===== src/rtl/delta_decode_sequencer_pkg.sv =====
// Shared types and constants for the 1-bit delta-modulation decode sequencer.
package delta_pkg;

    typedef enum logic [1:0] {
        IDLE  = 2'd0,
        PRIME = 2'd1,
        RUN   = 2'd2
    } state_t;

    localparam int          DEF_STEP       = 10;
    localparam int unsigned DEF_SAMPLE_DIV = 12500;
    localparam int unsigned DEF_DATA_W     = 8;
    localparam int unsigned TICK_CNT_W     = 16;

    function automatic int sample_max(input int unsigned w);
        return (1 << (w - 1)) - 1;
    endfunction

    function automatic int sample_min(input int unsigned w);
        return -(1 << (w - 1));
    endfunction

    localparam int SAMPLE_MAX = sample_max(DEF_DATA_W);
    localparam int SAMPLE_MIN = sample_min(DEF_DATA_W);

endpackage


===== src/rtl/delta_decode_sequencer_sample_tick_gen.sv =====
// Sample-rate divider: tick is high on the last cycle of each SAMPLE_DIV period while run=1.
module sample_tick_gen
    import delta_pkg::*;
#(
    parameter int unsigned SAMPLE_DIV = DEF_SAMPLE_DIV
) (
    input  logic CLK100MHZ,
    input  logic reset_n,
    input  logic clear,
    input  logic run,
    output logic tick
);

    localparam logic [TICK_CNT_W-1:0] LAST = TICK_CNT_W'(SAMPLE_DIV - 1);

    logic [TICK_CNT_W-1:0] count;

    assign tick = run && (count == LAST);

    always_ff @(posedge CLK100MHZ or negedge reset_n) begin
        if (!reset_n) begin
            count <= '0;
        end else if (clear) begin
            count <= '0;
        end else if (run) begin
            count <= tick ? '0 : count + 1'b1;
        end
    end

endmodule


===== src/rtl/delta_decode_sequencer.sv =====
// Delta-modulation decode sequencer: byte prefetch, MSB-first bit serialiser and sample accumulator.
// Define DELTA_SAT_EN to clamp the accumulator instead of wrapping it.
module delta_decode_sequencer
    import delta_pkg::*;
#(
    parameter int          STEP       = DEF_STEP,
    parameter int unsigned SAMPLE_DIV = DEF_SAMPLE_DIV,
    parameter int unsigned DATA_W     = DEF_DATA_W
) (
    input  logic              CLK100MHZ,
    input  logic              reset_n,
    input  logic              enable,
    input  logic [7:0]        byte_data,
    input  logic              byte_valid,
    output logic              byte_ready,
    output logic [DATA_W-1:0] sample_out,
    output logic              sample_valid,
    output logic              busy,
    output logic              underrun
);

    localparam int unsigned SUM_W = DATA_W + 1;
    localparam logic signed [SUM_W-1:0] STEP_EXT = SUM_W'(STEP);
`ifdef DELTA_SAT_EN
    localparam logic signed [SUM_W-1:0] MAX_EXT = SUM_W'(sample_max(DATA_W));
    localparam logic signed [SUM_W-1:0] MIN_EXT = SUM_W'(sample_min(DATA_W));
`endif

    state_t            state, state_next;
    logic [7:0]        shreg, shreg_next;
    logic [3:0]        rem, rem_next;
    logic [7:0]        pbuf, pbuf_next;
    logic              pbuf_full, pbuf_full_next;
    logic [DATA_W-1:0] acc, acc_next;
    logic [DATA_W-1:0] sample_out_next;
    logic              sample_valid_next;
    logic              underrun_next;
    logic              byte_ready_next;
    logic              busy_next;
    logic              tick;

    logic                    step_bit;
    logic signed [SUM_W-1:0] acc_ext;
    logic signed [SUM_W-1:0] sum;
    logic [DATA_W-1:0]       acc_step;

    sample_tick_gen #(
        .SAMPLE_DIV(SAMPLE_DIV)
    ) u_tick (
        .CLK100MHZ(CLK100MHZ),
        .reset_n  (reset_n),
        .clear    (state == IDLE),
        .run      (state == RUN),
        .tick     (tick)
    );

    // Next accumulator value for the bit about to be popped (shift reg, else the buffer head).
    always_comb begin
        step_bit = (rem != 4'd0) ? shreg[7] : pbuf[7];
        acc_ext  = {acc[DATA_W-1], acc};
        sum      = step_bit ? (acc_ext + STEP_EXT) : (acc_ext - STEP_EXT);
        acc_step = sum[DATA_W-1:0];
`ifdef DELTA_SAT_EN
        if (sum > MAX_EXT) begin
            acc_step = MAX_EXT[DATA_W-1:0];
        end else if (sum < MIN_EXT) begin
            acc_step = MIN_EXT[DATA_W-1:0];
        end
`endif
    end

    always_comb begin
        state_next        = state;
        shreg_next        = shreg;
        rem_next          = rem;
        pbuf_next         = pbuf;
        pbuf_full_next    = pbuf_full;
        acc_next          = acc;
        sample_out_next   = sample_out;
        sample_valid_next = 1'b0;
        underrun_next     = underrun;

        if (!enable) begin
            state_next     = IDLE;
            shreg_next     = '0;
            rem_next       = '0;
            pbuf_full_next = 1'b0;
            underrun_next  = 1'b0;
            acc_next       = '0;
        end else begin
            case (state)
                IDLE: begin
                    acc_next   = '0;
                    state_next = PRIME;
                end
                PRIME:   if (rem != 4'd0) state_next = RUN;
                RUN:     state_next = RUN;
                default: state_next = IDLE;
            endcase

            // A tick pops from the shift reg, or straight from the buffer when a reload is due.
            if (state == RUN && tick) begin
                if (rem != 4'd0) begin
                    shreg_next        = {shreg[6:0], 1'b0};
                    rem_next          = rem - 4'd1;
                    acc_next          = acc_step;
                    sample_out_next   = acc_step;
                    sample_valid_next = 1'b1;
                end else if (pbuf_full) begin
                    shreg_next        = {pbuf[6:0], 1'b0};
                    rem_next          = 4'd7;
                    pbuf_full_next    = 1'b0;
                    acc_next          = acc_step;
                    sample_out_next   = acc_step;
                    sample_valid_next = 1'b1;
                end else begin
                    underrun_next     = 1'b1;
                    sample_valid_next = 1'b1;
                end
            end else if (state != IDLE && rem == 4'd0 && pbuf_full) begin
                shreg_next     = pbuf;
                rem_next       = 4'd8;
                pbuf_full_next = 1'b0;
            end

            if (byte_valid && byte_ready) begin
                pbuf_next      = byte_data;
                pbuf_full_next = 1'b1;
            end
        end

        byte_ready_next = (state_next != IDLE) && !pbuf_full_next;
        busy_next       = (state_next != IDLE);
    end

    always_ff @(posedge CLK100MHZ or negedge reset_n) begin
        if (!reset_n) begin
            state        <= IDLE;
            shreg        <= '0;
            rem          <= '0;
            pbuf         <= '0;
            pbuf_full    <= 1'b0;
            acc          <= '0;
            sample_out   <= '0;
            sample_valid <= 1'b0;
            underrun     <= 1'b0;
            byte_ready   <= 1'b0;
            busy         <= 1'b0;
        end else begin
            state        <= state_next;
            shreg        <= shreg_next;
            rem          <= rem_next;
            pbuf         <= pbuf_next;
            pbuf_full    <= pbuf_full_next;
            acc          <= acc_next;
            sample_out   <= sample_out_next;
            sample_valid <= sample_valid_next;
            underrun     <= underrun_next;
            byte_ready   <= byte_ready_next;
            busy         <= busy_next;
        end
    end

endmodule

===== config.mk =====
export PLATFORM = sky130hd
export DESIGN_NAME = delta_decode_sequencer
export DESIGN_NICKNAME = d
export VERILOG_FILES = /design/src/rtl/delta_decode_sequencer_pkg.sv /design/src/rtl/delta_decode_sequencer_sample_tick_gen.sv /design/src/rtl/delta_decode_sequencer.sv
export SDC_FILE = /design/constraint.sdc
export NUM_CORES = 1
export LEC_CHECK = 0
export ABC_AREA = 1
export CORE_UTILIZATION = 53
export DETAILED_ROUTE_END_ITERATION = 12
export GPL_TIMING_DRIVEN = 1
export PLACE_DENSITY = 0.82
export SYNTH_ARGS = -nofsm -noshare
export SYNTH_HDL_FRONTEND = slang
export SYNTH_SLANG_ARGS = --single-unit
export TNS_END_PERCENT = 1

===== constraint.sdc =====
create_clock -name CLK100MHZ -period 2.13 [get_ports CLK100MHZ]
set_clock_uncertainty 0.05 [all_clocks]
set_input_delay 0.213 -clock CLK100MHZ [delete_from_list [all_inputs] [get_ports CLK100MHZ]]
set_output_delay 0.213 -clock CLK100MHZ [all_outputs]
set_load 0.03 [all_outputs]

Word level (Yosys, flattened, before mapping)
Cells that the tools add are included.
- add/sub/neg operators: 4
- equal/unequal tests: 8
- mux-type cells: 36
- reductions and logical operators: 18
- operator list (operator ; count):
    2-to-1 mux 8 bit ; 13
    2-to-1 mux 16 bit ; 3
    2-to-1 mux 4 bit ; 5
    adder 16 x 1 -> 16 bit, second input constant ; 1
    == test 16 x 14 -> 1 bit, second input constant ; 1
    2-to-1 mux 1 bit ; 12
    adder 8 x 5 -> 8 bit, second input constant ; 1
    nonzero test 2 bit ; 4
    subtractor 8 x 5 -> 8 bit, second input constant ; 1
    logical AND 1 bit ; 6
    one-hot mux 2 bit (3 select lines) ; 1
    AND reduction 3 bit ; 2
    zero test 4 bit ; 1
    2-to-1 mux 2 bit ; 2
    inequality test 2 bit, second input constant ; 2
    inequality test 4 bit, second input constant ; 1
    AND reduction 2 bit ; 2
    nonzero test 4 bit ; 1
    subtractor 4 x 1 -> 4 bit, second input constant ; 1
    inequality test 3 x 1 -> 1 bit, second input constant ; 1
    == test 2 x 1 -> 1 bit, second input constant ; 1
    == test 2 bit, second input constant ; 1
    zero test 2 bit ; 1
    inequality test 2 x 1 -> 1 bit, second input constant ; 1
    zero test 1 bit ; 1
- register bits after elaboration: 59
- output and inout bits: 12
- word-level logic and storage cells: 78

Logic depth before layout (Yosys ltp)
- depth in word-level cells: 9
- gate-level depth with buffers: 17
- mapped depth without buffers: 17

Cells and area by module
From an unflattened synthesis, not the netlist that was laid out.
- cell total of the unflattened synthesis: 438
- area, all modules: 3279.4 um2
- modules (own cells, without submodules) (module ; instances ; cells an instance ; area an instance (um2)):
    delta_decode_sequencer ; 1 ; 276 ; 2212.1
    sample_tick_gen ; 1 ; 162 ; 1067.3

Least setup slack after synthesis
Ideal clock, no wire load.
- path type: register -> register
- start point: register rem[0]
- end point: register acc[4]
- library setup time: 117 ps
- arrival time: 1997 ps
- required time: 1963 ps
- path slack: -35 ps
- cell stages (with the launch flop): 14
- buffers on the path: 0
- cells stage by stage: dfrtp_1 > inv_1 > ha_1 > nand3_1 > nand2_2 > inv_1 > ha_1 > nand3_1 > nand2_1 > nor2_1 > xor2_1 > nand2_1 > nand3_1 > nand2_1
- word-level cells in the longest chain between the ends: 7
- ends and longest elaborated chain (element ; line ; source):
    start: declaration ; delta_decode_sequencer.sv:31 ; logic [3:0] rem, rem_next;
    start signal: assignment ; delta_decode_sequencer.sv:152 ; rem <= rem_next;
    nonzero test 4 bit (*) ; delta_decode_sequencer.sv:59, delta_decode_sequencer.sv:103 ;
    2-to-1 mux 1 bit ; delta_decode_sequencer.sv:59 ; step_bit = (rem != 4'd0) ? shreg[7] : pbuf[7];
    2-to-1 mux 8 bit ; delta_decode_sequencer.sv:61 ; sum = step_bit ? (acc_ext + STEP_EXT) : (acc_ext - STEP_EXT);
    2-to-1 mux 8 bit ; delta_decode_sequencer.sv:109 ; end else if (pbuf_full) begin
    2-to-1 mux 8 bit (*) ; delta_decode_sequencer.sv:103 ; if (rem != 4'd0) begin
    2-to-1 mux 8 bit (*) ; delta_decode_sequencer.sv:102 ; if (state == RUN && tick) begin
    2-to-1 mux 8 bit (*) ; delta_decode_sequencer.sv:83 ; if (!enable) begin
    via acc_next[4] ; delta_decode_sequencer.sv:34 ; logic [DATA_W-1:0] acc, acc_next;
    end signal: assignment ; delta_decode_sequencer.sv:155 ; acc <= acc_next;
    end: declaration ; delta_decode_sequencer.sv:34 ;
Mark *: on every way through the listed nets, which the timed path passes. The rest lies on a longest branch.
A chain may end at the register's enable or synchronous reset.

Worst setup path in the final report
- start point: register rem[1]
- end point: register acc[5]
Same word-level chain as after synthesis.

==> impl_metrics.toml <==
[status]
status = "completed"

[synth]
synth_top_area_share = 0.457
synth-edff-count = 0
synth_cell_type_count = 33
synth_top_area_cell = "dfrtp_1"
async_flop_share = 1.00
synth_area_per_cell_sq_um = 7.72
netlist_instances = 419
syn-cell-area_sq_mm = 0.00323
synth_warnings = 0
dominantRegCellSynth = "dfrtp_1"
seq_area_frac_synth = 0.457
syn-num-nets = 435
yosys_register_bits = 59
synthTopCellsByArea = "dfrtp_1, nand2_1, inv_1, nand3_1, o21ai_0"

[clock_network]
clock_path_buffers = 2
cts_num_sinks = 59
clkLatencyLatePin_ps = 350
clk_pin_slew_ps = 80
cts_root_buffer = "clkbuf_8"
cts_tree = "built"
cts_inserted_buffers = 9
h-tree-depth = 3

[worst_hold_path]
min_path_type = "in -> async"

[power_and_ir_drop]
seq_power_share = 0.413
power_frac_comb = 0.201
net-switching-power_mw = 0.887
p_leak_nw = 1.96
irDropWorstVdd_uv = 435
p_per_area_mw_per_mm2 = 741
clockPowerShare = 0.386
power_switching_share = 0.293
intPower_mw = 2.14

[grt]
grtUsageTotal = 0.253
grt_max_degree = 60
grt_overflow = 0
grt_pass1_vias = 2825
antenna_found_initial = 0
grt_pass1_wl_mm = 12.4

[floorplan]
core_sq_mm = 0.00589
die_y_microns = 80.1
start_util = 0.549
dieArea_sq_mm = 0.00642
die_w_microns = 80.1
num_io_pins = 24
rows = 28

[finish]
final_nets = 483
fillerInstances = 437
final_cell_mix = "nand2_1, dfrtp_1, inv_1"
multi_input_area_sq_mm = 0.00167
area_growth_pct = 26.4
layout.cells.non_filler = 547
seqCellArea_sq_mm = 0.00148
final_core_util = 0.694
drive_gt1_frac = 0.199
n_antenna_cell = 0
design_area_sq_mm = 0.00409
final_common_cell = "nand2_1"

[placed_design]
place_area_sq_mm = 0.00361
place_congestion = 0.932
place_hpwl_mm = 4.92
dpl_worst_slack_ps = -110
placed_cells = 522
port_buffers = 23

[drt]
drtIter0Drc = 339
routedWlPerCell_microns = 14.8
ant_nets = 0
vias = 3063
met1_length_mm = 3.46
drc = 0
wl_mm = 8.12
highest_layer = "met4"
wl_met2_mm = 3.98
met3_length_microns = 403
viasPerCell = 5.60
dr.pass1.iters = 9

[sta]
whs_ps = 361
final_max_slew_viol_count = 0
finalWorstSetupSlack_ps = 0.337
min_period_over_period = 1.00
hold_viol_final = 0
fmax_ghz = 0.470
rsz0062_at_grt = "yes"
setup_viol = 0
fin_crit_ps = 2130
tightest_slew_ps = 542
relSlewSlack = 0.637

[critical_path]
worst_ep_arrival_time_ps = 2350
end_kind = "flop"
critPathMaxFanout = 4
cp_num_buf_inv = 3
crit_path_max_incr_delay_ps = 410
crit-reg2reg-launch = "rem[1]"
worst_r2r_endpoint = "acc[5]"
critPathLaunchType = "flop"
cp_top_family = "simple AND/OR/NAND/NOR gates"
crit_path_top_delay_cell = "dfrtp_1"
ff2ff_setup_slack_ps = 0.3
critical_path_required_ps = 2350
rr_worst_depth = 17
worstSetupPathType = "reg -> reg"
critical_path.cell_chain = "inv_2 -> ha_4 -> nand2_4 -> nand2_4 -> nand3_4 -> nand2_4 -> inv_2 -> ha_2 -> inv_2 -> nand2_2 -> nand2_2 -> nand3_4 -> nand2_1 -> nand2_1 -> nand2_1 -> nor2_1 -> o21ai_1"

[job]
maxCapViolations = 0
## metal layers
layer / GRT usage / vias up
met5: 0 / -
met4: 0.138 / 0
met3: 0.0466 / 33
met2: 0.417 / 132
met1: 0.313 / 1435
li1: - / 1463
## stage by stage
step                power, mW  TNS (ps)
global placement         1.72         0
floorplan                1.58         0
CTS                      2.92     -1.16
global route             3.15      -699
detailed placement       1.75      -474
finish                   3.03         0
## power groups by stage
stage          clock [mW]  combinational [mW]  sequential, mW
6_report             1.17               0.607            1.25
5_1_grt              1.22               0.667            1.26
4_1_cts              1.18               0.496            1.25
3_5_place_dp            0               0.481            1.27
3_3_place_gp            0               0.461            1.26
2_1_floorplan           0               0.318            1.26
## state kept, by name, indices dropped and copies added (netlist names)
register / count
u_tick.count: 16
acc: 8
pbuf: 8
sample_out: 8
shreg: 8
rem: 4
state: 2
busy: 1
byte_ready: 1
pbuf_full: 1
sample_valid: 1
underrun: 1
## logic make-up (layout without fill, tap and decap cells)
| family | Yosys count | count (layout) | share of synthesized area |
|---|---|---|---|
| AOI/OAI and AO/OA | 67 | 67 | 0.120 |
| xor gates and xnor gates | 10 | 10 | 0.0271 |
| adders and majority gates | 4 | 4 | 0.0155 |
| buffers and inverters | 65 | 118 | 0.0828 |
| DFF | 59 | 59 | 0.457 |
| and+or+nand+nor | 214 | 214 | 0.298 |
## how the worst max path moves through the flow
stage	start	end	cells after the start
floorplan	rem[0]	acc[4]	14
finish	rem[1]	acc[5]	17
global route	rem[2]	acc[5]	16
detailed placement	rem[0]	sample_out[7]	16
CTS	rem[1]	acc[4]	14
global placement	rem[0]	acc[7]	16
## synthesized netlist by cell type (5+ instances only)
| cell | number |
|---|---|
| dfrtp_1 | 59 |
| o22ai_1 | 6 |
| o21ai_2 | 5 |
| xor2_1 | 7 |
| nor2_1 | 33 |
| a21oi_1 | 13 |
| nand2_1 | 114 |
| o21ai_0 | 32 |
| inv_2 | 7 |
| nand4_1 | 10 |
| nor3_1 | 7 |
| inv_1 | 50 |
| nand3_1 | 35 |
## repair_timing
action                                  4_1_cts  5_1_grt
endpoints found under the setup margin        9       14
pin swaps                                     1       17
resized for setup                             6       38
buffers inserted                              1        7
endpoints found under the hold margin        59        0
hold buffers                                  1        0
## final cells by class
| cell class | count | area share |
|---|---|---|
| clock buffers | 11 | 0.0370 |
| multi-input cells | 295 | 0.408 |
| inverters | 57 | 0.0530 |
| repair buffers | 45 | 0.0992 |
| clock inverters | 5 | 0.0184 |
| well taps | 75 | 0.0230 |
| flip-flops and latches | 59 | 0.362 |
## worst register-to-register path, cell delays in order, from the launching register on
cell and delay (ps):
dfrtp_1 410, inv_2 80, ha_4 190, nand2_4 80, nand2_4 110, nand3_4 110
nand2_4 100, inv_2 40, ha_2 180, inv_2 60, nand2_2 60, nand2_2 100
nand3_4 90, nand2_1 70, nand2_1 60, nand2_1 100, nor2_1 50, o21ai_1 130
(Power assumes the default switching activity.)
